===== src/rtl/mux3_arbiter.sv =====
// mux3_arbiter: round-robin arbiter sharing one 3:1 select path into a valid/ready output register.
// Optional BURST_LIMIT_EN caps each grant at MAX_BURST beats before rotating.
module mux3_arbiter #(
    parameter int DW        = 8,
    parameter int MAX_BURST = 4
) (
    input  logic          clk,
    input  logic          rst,
    input  logic [2:0]    req,
    input  logic [DW-1:0] a,
    input  logic [DW-1:0] b,
    input  logic [DW-1:0] c,
    output logic [2:0]    ack,
    output logic [1:0]    madd,
    output logic          busy,
    output logic [DW-1:0] y,
    output logic          y_valid,
    input  logic          y_ready
);
    typedef enum logic {IDLE, GRANT} state_t;

    state_t        state_q, state_d;
    logic [1:0]    madd_q, madd_d, last_q, last_d;
    logic          busy_q, busy_d, y_valid_q, y_valid_d;
    logic [DW-1:0] y_q, y_d, sel;
    logic [1:0]    p0, p1, p2;
    logic          can_load, load, req_g, burst_done;

    if (MAX_BURST < 1 || MAX_BURST > 15) begin : g_bad_burst
        $error("MAX_BURST must be in 1..15");
    end

    function automatic logic [1:0] inc3(input logic [1:0] i);
        return (i == 2'd2) ? 2'd0 : i + 2'd1;
    endfunction

    function automatic logic bit_at(input logic [2:0] v, input logic [1:0] i);
        return (i == 2'd2) ? v[2] : (i == 2'd1) ? v[1] : v[0];
    endfunction

    always_comb begin
        p0       = inc3(last_q);
        p1       = inc3(p0);
        p2       = inc3(p1);
        req_g    = bit_at(req, madd_q);
        sel      = (madd_q == 2'd2) ? c : (madd_q == 2'd1) ? b : a;
        can_load = !y_valid_q || y_ready;
        ack      = (!rst && state_q == GRANT && req_g && can_load) ? (3'b001 << madd_q) : 3'b000;
        load     = |ack;
    end

`ifdef BURST_LIMIT_EN
    logic [3:0] beat_cnt_q, beat_cnt_d;

    always_comb begin
        beat_cnt_d = (state_q == IDLE) ? 4'd0 : load ? beat_cnt_q + 4'd1 : beat_cnt_q;
        burst_done = load && (beat_cnt_q + 4'd1 == 4'(MAX_BURST));
    end

    always_ff @(posedge clk) begin
        if (rst) beat_cnt_q <= 4'd0;
        else     beat_cnt_q <= beat_cnt_d;
    end
`else
    assign burst_done = 1'b0;
`endif

    always_comb begin
        state_d = state_q;
        madd_d  = madd_q;
        last_d  = last_q;
        busy_d  = busy_q;
        if (state_q == IDLE && |req) begin
            madd_d  = bit_at(req, p0) ? p0 : bit_at(req, p1) ? p1 : p2;
            state_d = GRANT;
            busy_d  = 1'b1;
        end else if (state_q == GRANT && (!req_g || burst_done)) begin
            // madd is left alone on release so the select code never glitches
            state_d = IDLE;
            busy_d  = 1'b0;
            last_d  = madd_q;
        end
        y_d       = load ? sel : y_q;
        y_valid_d = load || (y_valid_q && !y_ready);
    end

    always_ff @(posedge clk) begin
        if (rst) begin
            state_q   <= IDLE;
            madd_q    <= 2'd0;
            last_q    <= 2'd2;
            busy_q    <= 1'b0;
            y_q       <= '0;
            y_valid_q <= 1'b0;
        end else begin
            state_q   <= state_d;
            madd_q    <= madd_d;
            last_q    <= last_d;
            busy_q    <= busy_d;
            y_q       <= y_d;
            y_valid_q <= y_valid_d;
        end
    end

    assign madd    = madd_q;
    assign busy    = busy_q;
    assign y       = y_q;
    assign y_valid = y_valid_q;
endmodule


===== config.mk =====
export PLATFORM = sky130hd
export DESIGN_NAME = mux3_arbiter
export DESIGN_NICKNAME = d
export VERILOG_FILES = /design/src/rtl/mux3_arbiter.sv
export SDC_FILE = /design/constraint.sdc
export NUM_CORES = 1
export LEC_CHECK = 0
export ABC_AREA = 1
export BUFFER_PORTS_ARGS = -buffer_cell sky130_fd_sc_hd__buf_4
export CORE_UTILIZATION = 47
export CTS_BUF_LIST = sky130_fd_sc_hd__clkbuf_8
export CTS_CLUSTER_DIAMETER = 80
export DETAILED_ROUTE_END_ITERATION = 10
export GPL_ROUTABILITY_DRIVEN = 0
export PLACE_DENSITY = 0.92
export SLEW_MARGIN = 20
export SYNTH_ARGS = -nofsm -noshare
export SYNTH_HDL_FRONTEND = slang
export SYNTH_SLANG_ARGS = --single-unit
export TNS_END_PERCENT = 30

===== constraint.sdc =====
create_clock -name clk -period 1.6 [get_ports clk]
set_clock_uncertainty 0.05 [all_clocks]
set_input_delay 0.24 -clock clk [delete_from_list [all_inputs] [get_ports clk]]
set_output_delay 0.24 -clock clk [all_outputs]
set_load 0.005 [all_outputs]

Yosys cells after proc, flatten, opt, wreduce, memory -nomap -nowiden
Cells that the tools add are included.
{"block": "totals", "reg_bits": 14, "input_bits": 30}
{"block": "classes", "n_addsub": 3, "n_eq_ne": 7, "shift": 1, "n_mux": 16, "bitwise_logic": 2, "n_reduce_logical": 16}
{"op": "8-bit 2-to-1 mux", "count": 2}
{"op": "2-bit 2-to-1 mux", "count": 5}
{"op": "2-bit == test, second input constant", "count": 4}
{"op": "1-bit 2-to-1 mux", "count": 8}
{"op": "2-bit by 1-bit adder with 2-bit output, second input constant", "count": 3}
{"op": "2-bit by 1-bit == test with 1-bit output, second input constant", "count": 3}
{"op": "1-bit logical AND", "count": 6}
{"op": "3-bit OR reduction", "count": 2}
{"op": "1-bit logical NOT", "count": 4}
{"op": "3-bit 2-to-1 mux", "count": 1}
{"op": "1-bit by 2-bit left shift with 3-bit output, first input constant", "count": 1}
{"op": "1-bit logical OR", "count": 2}
{"op": "1-bit inverter", "count": 2}
{"op": "2-bit AND reduction", "count": 1}
{"op": "2-bit nonzero test", "count": 1}

Logic depth before layout (Yosys ltp)
Gate-level depths: netlist of the first run.
{"block": "depth", "ltp_word": 9, "ltp_mapped": 10, "ltp_nobuf": 9}

Least setup slack after synthesis of the first run
No wires, ideal clock.
{"block": "synth_timing", "path_kind": "register -> output", "start": "reg madd_q[0], in the netlist madd[0]", "end": "out ack[0]", "arrival_ns": 1.060, "setup_slack_ns": 0.250, "stages_incl_launch_ff": 6, "path_buffers": 1, "cell_sequence": "dfxtp_1 -> buf_4 -> inv_2 -> nand3_1 -> nand4_4 -> nor3_1"}
{"block": "synth_via", "elab_chain_len": 6, "word_cells_on_any_way": 8}
{"item": "start: declaration", "line": "23", "text": "logic [1:0] madd_q, madd_d, last_q, last_d;"}
{"item": "start signal: assignment", "line": "97", "text": "madd_q <= madd_d;"}
{"item": "2-bit by 1-bit == test with 1-bit output", "line": "38", "text": "return (i == 2'd2) ? v[2] : (i == 2'd1) ? v[1] : v[0];"}
{"item": "1-bit 2-to-1 mux (2 in a row)", "line": "38"}
{"item": "1-bit logical AND (2 in a row)", "line": "48", "text": "ack = (!rst && state_q == GRANT && req_g && can_load) ? (3'b001 << madd_q) : 3'b000;"}
{"item": "3-bit 2-to-1 mux (*)", "line": "48"}
{"item": "end: declaration", "line": "13", "text": "output logic [2:0] ack,"}
Every way passes the cells marked *; elsewhere a longest branch is shown, timed or not.

Worst setup path in the final report of the first run
Ends and elaborated chain as after synthesis.

==> results.yml, run 1 <==
clock_tree:
  cts_buffers: 3
  postCtsHoldBufs: 0
  htreeDepth: 1
  cts_root_buffer: "clkbuf_8"
  cts_buffer_depth: 2
  clk_latency_ns: 0.25
  clk_pin_slew_worst_paths_ns: 0.06
  cts_tree: "done"
  clock-sinks: 14
routing:
  vias: 1142
  vias_per_cell: 5.41
  wl_um: 2910
  ant_nets: 0
  dr.first_iter.drc_count: 44
  drcViolationCount: 0
  drt-pass1-iter-count: 4
  wl_per_cell_um: 13.8
logic_synthesis:
  yosys.area.top_type_share: 0.299
  avgSynthCellArea_sq_um: 6.90
  synthCells: 136
  yosysWarnings: 0
  ys_top_cells_by_area: "dfxtp_1 (30%), nand3_1 (14%), nor2_1 (9.2%), nand2_1 (8.4%), o21ai_0 (5.9%)"
  syn-cell-area_sq_um: 938
  ys_ff_latch: 14
  synth_nets: 166
  synth.largest_area_cell: "dfxtp_1"
  netlist-cell-type-count: 27
  yosysSeqAreaShare: 0.299
die:
  ios: 45
  start_util: 0.521
  core_area_sq_um: 1800
  chipWidth_um: 46.7
  dieArea_sq_um: 2180
  row_count: 15
  die_height_um: 46.7
pwr:
  leakage_nw: 0.692
  powerDensity_nw_per_um2: 952
  peakVddDrop_uv: 751
sta:
  finalMaxSlewViolations: 0
  layout_min_cycle_time_ns: 1.58
  worstMarginPinSlew_ns: 0.390
  rsz0062_at_grt: "true"
  period_share: 0.989
  relSlewSlack: 0.740
  finalHoldViolations: 0
  timing.hold.ws_ns: 0.165
  fmax_mhz: 632
  setup_viol: 0
min_path:
  hold_class: "primary input to flip-flop"
  min_from: "rst"
setup_path:
  path_cells: "buf_8 -> nand2_8 -> nand2_4 -> nand3_4 -> nand4_4 -> nor3_2 -> buf_4"
  cp_max_fo: 10
  startpoint_type: "flip-flop"
  worstSetupEndpointType: "output pin"
  cp.required_ns: 1.31
  slowest_stage: "dfxtp_4"
  critPathLaunch: "madd[0]$_SDFFE_PP0P_"
  r2r-start: "madd[0]$_SDFFE_PP0P_"
  cp.arrival_ns: 1.29
  max_stage_delay_ns: 0.37
  setup.worst_path.class: "flip-flop to output pin"
cells_and_area:
  area_growth_pct: 50.0
  multi_input_area_sq_um: 587
  fill_cells: 135
  diodes: 0
  seqCellArea_sq_um: 288
  final_nets: 217
  fin_util: 0.781
  drive_gt1_frac: 0.409
global_routing:
  grt.overflow.total: 0
  grt_util_all_layers: 0.283
  grt_pass1_vias: 954
  grt_pass1_wl_um: 4090
  antenna_found_initial: 0
  grt_max_degree: 18
run_status:
  status: "finished clean"
placed_design:
  hpwl_um: 2160
  port_buffers: 44
run:
  timing.max_cap.violations: 0
-- worst paths after layout --
check,endpoint,slack [ns],depth (start not counted)
setup / recovery,ack[0],0.02,7
setup reg to reg,y[5]$_SDFFE_PP0P_,0.18,9
hold / removal,state_q$_SDFFE_PP0P_,0.17,2
hold reg to reg,y[2]$_SDFFE_PP0P_,0.43,2
-- through the flow --
step / total power, mW / cells / TNS [ns] / worst slack (ns) / instance area [sq um]
after CTS: 1.32 / 211 / 0 / 0.00845 / 1400
after detailed placement: 0.944 / 205 / 0 / 0.0468 / 1310
after global placement: 0.918 / 205 / 0 / 0.0797 / 1310
after floorplan: 0.761 / 136 / 0 / 0.250 / 938
final: 1.34 / 211 / 0 / 0.0170 / 1410
after global routing: 1.41 / 211 / -0.0820 / -0.0444 / 1410
-- cell usage after synthesis, drive strengths merged --
cell type   n
a21oi       2
nand4       2
nand3      29
o21ai      14
nand2      24
nand3b      1
buf         5
a31oi       2
nor3        1
inv        13
and2        1
nor2       26
dfxtp      14
or2         2
-- state kept, by name, indices dropped and copies added, names as in the netlist --
register	count
y_valid	1
state_q	1
y	8
madd	2
last_q	2
-- layer usage --
layer  global-route usage  vias up  routed length [um]
met5                    0        -                   0
met4                0.200        0                  85
met3               0.0667        8                 223
met2                0.456       73                1530
met1                0.323      510                1080
li1                     -      551                   -
-- power by group --
group          switching [mW]  internal, mW  total (mW)  leakage (nW)
clock network           0.138         0.218       0.357        0.0288
registers              0.0454         0.397       0.442         0.116
logic                   0.290         0.251       0.541         0.548
-- repair_timing --
item                                    in CTS  in global routing
resized for setup                            8                  3
endpoints found under the setup margin       3                  3
pin swaps                                    1                  0
buffers inserted                             2                  0
hold endpoints to repair                     0                  0
-- layout by cell type (no fill, tap or decap), types with 3 or more instances in the layout --
cell       n
o21ai_0   11
clkbuf_8   4
o21ai_1    3
nand2_1   21
dfxtp_1   12
nand3_1   26
buf_4     50
nor2_1    21
nor2_4     3
inv_1     10
-- cells by family (layout without fill, tap and decap cells) --
kind of cell           Yosys count  count (layout)  synth area share
and+or+nand+nor                 86              86             0.511
AOI/OAI and AO/OA               18              18            0.0987
buffers and inverters           18              68            0.0920
DFF                             14              14             0.299
-- worst max-delay path: cells and delay by family, from the launching register on --
kind	cells	cell delay [ns]
simple gates	5	0.39
flops	1	0.37
buf+inv	2	0.27
-- layout make-up --
class / instances / area share
clock buffers: 4 / 0.0391
inverters: 13 / 0.0400
multi-input cells: 104 / 0.417
flip-flops and latches: 14 / 0.204
well taps: 25 / 0.0222
repair buffers: 51 / 0.277
Power figures use the tool's default switching activity.
==> run 2: changes to the inputs <==
CELL_PAD_IN_SITES_DETAIL_PLACEMENT = 0   (was default)
CELL_PAD_IN_SITES_GLOBAL_PLACEMENT = 2   (was default)
CORE_UTILIZATION = 24   (was 47)
==> run 2 against run 1 <==
  * The flow now finishes with violations (negative setup slack)
  * Critical path depth unchanged
  * Clock-buffer cell count down 1
  * Utilization is 40 points lower
  * Sequential power fell by 3%
  * Via count is 7.5% lower
  * Clock power down 20%
  * First-iteration DRC count is 30% lower
  * Register-to-register slack lost 0.02 ns
  * Non-clock buffer count decreased by 1
  * Power is 6.4% lower
  * Routed wire length fell by 9.1%
  * Combinational power is essentially flat
  * Critical path type unchanged
  * Critical endpoint unchanged
  * Largest power group unchanged
==> results.yml, run 2 (synthesis results as in run 1) <==
cells_and_area:
  drive_gt1_frac: 0.402
  layout_common_cells: "buf_4 (49), nand3_1 (26), nor2_1 (21), nand2_1 (21), dfxtp_1 (12)"
  largest_reg_flops: 8
  layoutNonFillerInstCount: 232
  area_growth_pct: 50.8
  layout_commonest_cell: "buf_4"
  fin_util: 0.381
  diodes: 0
  final_nets: 216
pwr:
  peakVddDrop_uv: 284
  powerDensity_nw_per_um2: 886
  finalPower_mw: 1.25
  leakage_nw: 0.682
sta:
  setup_viol: 3
  rsz0062_at_grt: "true"
  layout_min_cycle_time_ns: 1.67
  relSlewSlack: 0.738
  period_share: 1.04
  worstMarginPinSlew_ns: 0.393
  finalSetupTns_ns: -0.153
  fin_ws_ns: -0.0707
  fmax_mhz: 599
  finalHoldViolations: 0
  finalMaxSlewViolations: 0
routing:
  drcViolationCount: 0
  ant_nets: 0
  vias_per_cell: 4.55
  wl_um: 2640
  vias: 1056
  dr.first_iter.drc_count: 31
  wl_per_cell_um: 11.4
  drt-pass1-iter-count: 4
clock_tree:
  cts_buffers: 3
  cts_buffer_depth: 2
  clk_pin_slew_worst_paths_ns: 0.06
  clock-sinks: 14
  clk_latency_ns: 0.24
  cts_tree: "done"
  cts_root_buffer: "clkbuf_8"
  postCtsHoldBufs: 0
  htreeDepth: 1
placed_design:
  port_buffers: 44
  pre_cts_ws_ns: 0.0527
  dp.cells: 228
  hpwl_um: 2130
setup_path:
  cp_max_fo: 10
  startpoint_type: "flip-flop"
  cp.buffers_inverters: 2
  slowest_stage: "dfxtp_2"
  critPathMostFrequentCell: "buf_4"
  max_stage_delay_ns: 0.35
  cp.required_ns: 1.31
  setup.worst_path.class: "flip-flop to output pin"
  path_cells: "buf_4 -> nand2_8 -> nand2_4 -> nand3_4 -> nand4_4 -> nor3_2 -> buf_4"
  worstSetupEndpointType: "output pin"
  cp_top_family: "simple AND/OR/NAND/NOR gates"
  cp.arrival_ns: 1.38
global_routing:
  grt_util_all_layers: 0.142
  grt_pass1_wl_um: 4640
  antenna_found_initial: 0
  grt_max_degree: 18
  grt.overflow.total: 0
  grt_pass1_vias: 1069
run_status:
  status: "finished, violations left"
  violations: "negative setup slack"
die:
  row_count: 22
  die_height_um: 64.5
  dieArea_sq_um: 4160
  core_area_sq_um: 3720
  chipWidth_um: 64.5
  start_util: 0.253
  ios: 45
run:
  timing.max_cap.violations: 0
min_path:
  hold_class: "primary input to flip-flop"
## run 2: metal layers
layer | vias to the layer above | wire, um | global-route usage
met5 | - | 0 | 0
met4 | 0 | 42 | 0.0583
met3 | 4 | 159 | 0.0229
met2 | 39 | 1210 | 0.247
met1 | 464 | 1240 | 0.173
li1 | 549 | - | -
## run 2: power by group
| part | switching (mW) | internal (mW) |
|---|---|---|
| sequential | 0.0347 | 0.395 |
| combinational | 0.286 | 0.254 |
| clock | 0.118 | 0.166 |
## run 2: layout make-up
class | instances | area [sq um]
inverter | 13 | 61.3
sequential | 14 | 283
multi-input combinational | 104 | 582
tap | 48 | 60.1
fill | 395 | 2300
timing repair buffer | 50 | 388
clock buffer | 3 | 41.3
## run 2: what timing repair did
item / 4_1_cts / 5_1_grt
pin swaps: 0 / 0
setup buffers: 1 / 0
gates resized for setup: 7 / 0
endpoints found under the hold margin: 0 / 0
setup endpoints to repair: 3 / 4
## run 2: per-stage QoR
step / cell area [sq um] / hold WS, ns
after floorplan: 938 / 0.301
after global placement: 1350 / 0.408
after detailed placement: 1350 / 0.425
after CTS: 1420 / 0.173
after global routing: 1420 / 0.177
final: 1420 / 0.173
## run 2: worst paths after layout
check	start	to	slack [ns]	cells past startpoint
min reg2reg	y[4]$_SDFFE_PP0P_	y[4]$_SDFFE_PP0P_	0.43	2
max	madd[0]$_SDFFE_PP0P_	ack[0]	-0.07	7
max reg2reg	madd[0]$_SDFFE_PP0P_	y[7]$_SDFFE_PP0P_	0.16	9
min	rst	state_q$_SDFFE_PP0P_	0.17	2
## run 2: worst register-to-register path: stages, from the launching register on
cell and delay, ns:
dfxtp_2 0.35, buf_4 0.16, nand2_8 0.10, nand2_4 0.06, nand3_4 0.08, nand4_4 0.11, buf_4 0.18, nor2_8 0.14
nor2_1 0.06, nor2_1 0.09
==> run 3: changes to the inputs <==
CORE_UTILIZATION = 23   (was 24)
CTS_BUF_LIST = default   (was sky130_fd_sc_hd__clkbuf_8)
HOLD_SLACK_MARGIN = 0.1   (was default)
PLACE_DENSITY = 0.89   (was 0.92)
==> run 3 against run 2 <==
  * The flow still finishes with violations (negative setup slack)
  * Sequential power grew 2%
  * Sequential share of layout area is essentially flat
  * Flip-flop and latch count is the same
  * Clock-buffer cell count is the same
  * Routed wire length shrank 0.98%
  * Utilization shrank 0.79 points
  * Via count shrank 1.2%
  * Cell area is essentially flat
  * Setup slack gained 0.068 ns
==> results.yml, run 3 (synthesis results as in run 1) <==
setup_path:
  cp.buffers_inverters: 2
  startpoint_type: "flip-flop"
  r2r_cells: 9
  r2r-start: "madd[0]$_SDFFE_PP0P_"
  setup.worst_path.class: "flip-flop to output pin"
  path_cells: "buf_6 -> nand2_8 -> nand2_4 -> nand3_4 -> nand4_4 -> nor2_2 -> buf_4"
  r2r_setup_slack_ns: 0.20
  cp_top_family: "simple AND/OR/NAND/NOR gates"
  reg2reg_to: "y[2]$_SDFFE_PP0P_"
  worstSetupEndpointType: "output pin"
  max_stage_delay_ns: 0.35
  cp.required_ns: 1.31
  critPathLaunch: "madd[0]$_SDFFE_PP0P_"
  cp_max_fo: 9
  slowest_stage: "dfxtp_2"
  cp.arrival_ns: 1.31
clock_tree:
  clock-sinks: 14
  clk_latency_ns: 0.24
  postCtsHoldBufs: 0
  cts_tree: "done"
  cts_buffers: 3
  htreeDepth: 1
  clk_pin_slew_worst_paths_ns: 0.06
  cts_buffer_depth: 2
  cts_root_buffer: "clkbuf_8"
cells_and_area:
  layout_common_cells: "buf_4 (51), nand3_1 (26), nand2_1 (21)"
  largest_reg_flops: 8
  area_growth_pct: 50.9
  diodes: 0
  fin_util: 0.373
  final_nets: 218
  drive_gt1_frac: 0.414
  layout_commonest_cell: "buf_4"
routing:
  vias_per_cell: 4.46
  dr_wl_met3_um: 184
  wl_met2_um: 1160
  wl_per_cell_um: 11.2
  drt-pass1-iter-count: 4
  wl_um: 2620
  vias: 1043
  top_layer_used: "met4"
  met1Wirelength_um: 1240
  drcViolationCount: 0
  dr.first_iter.drc_count: 22
  ant_nets: 0
die:
  core_area_sq_um: 3800
  start_util: 0.247
  die_height_um: 65.9
  dieArea_sq_um: 4340
  chipWidth_um: 65.9
  row_count: 22
  ios: 45
run_status:
  violations: "negative setup slack"
  status: "finished, violations left"
sta:
  worstMarginPinSlew_ns: 0.402
  layout_min_cycle_time_ns: 1.60
  finalHoldViolations: 0
  rsz0062_at_grt: "true"
  fmax_mhz: 624
  finalMaxSlewViolations: 0
  relSlewSlack: 0.732
  period_share: 1.00
  fin_ws_ns: -0.00239
  setup_viol: 1
  finalSetupTns_ns: -0.00239
global_routing:
  grt_pass1_vias: 1006
  grt_max_degree: 18
  grt.overflow.total: 0
  grt_util_all_layers: 0.131
  antenna_found_initial: 0
  grt_pass1_wl_um: 4330
pwr:
  leakage_nw: 0.685
  powerDensity_nw_per_um2: 878
  peakVddDrop_uv: 231
min_path:
  min_from: "rst"
  min_delay_worst_endpoint: "state_q$_SDFFE_PP0P_"
  hold_class: "primary input to flip-flop"
  hold_depth: 2
run:
  timing.max_cap.violations: 0
placed_design:
  port_buffers: 44
  hpwl_um: 2180
==> run 3: final cells by class <==
| type | instances | area, sq um |
|---|---|---|
| Timing Repair Buffer | 52 | 394 |
| Clock buffer | 3 | 41.3 |
| Fill cell | 404 | 2380 |
| Inverter | 13 | 53.8 |
| Tap cell | 48 | 60.1 |
| Sequential cell | 14 | 283 |
| Multi-Input combinational cell | 104 | 584 |
==> run 3: what timing repair did <==
action,in CTS,in global routing
gates resized for setup,6,1
buffers inserted,0,1
setup endpoints to repair,3,3
hold endpoints to repair,0,0
==> run 3: power by group <==
part	internal, mW	switching (mW)	total [mW]
sequential	0.396	0.0415	0.437
combinational	0.253	0.277	0.530
clock	0.166	0.110	0.276
==> run 3: metrics by stage <==
stage / power [mW] / area [sq um] / instances / setup slack, ns / hold slack (ns)
after CTS: 1.25 / 1410 / 233 / -0.0554 / 0.171
final: 1.24 / 1420 / 234 / -0.00239 / 0.172
after detailed placement: 0.962 / 1350 / 230 / 0.0963 / 0.416
after global routing: 1.34 / 1420 / 234 / -0.0680 / 0.173
after global placement: 0.952 / 1350 / 230 / 0.123 / 0.415
after floorplan: 0.761 / 938 / 136 / 0.250 / 0.301
==> run 3: worst max-delay path by stage <==
stage	to	cells past startpoint
2_1_floorplan	ack[0]	5
3_3_place_gp	ack[1]	7
3_5_place_dp	ack[0]	7
4_1_cts	ack[2]	7
5_1_grt	ack[1]	7
6_report	ack[1]	7
==> run 3: per-layer routing <==
layer | vias up | GRT usage
met5 | - | 0
met4 | 0 | 0.0571
met3 | 2 | 0.0224
met2 | 45 | 0.208
met1 | 448 | 0.171
li1 | 548 | -
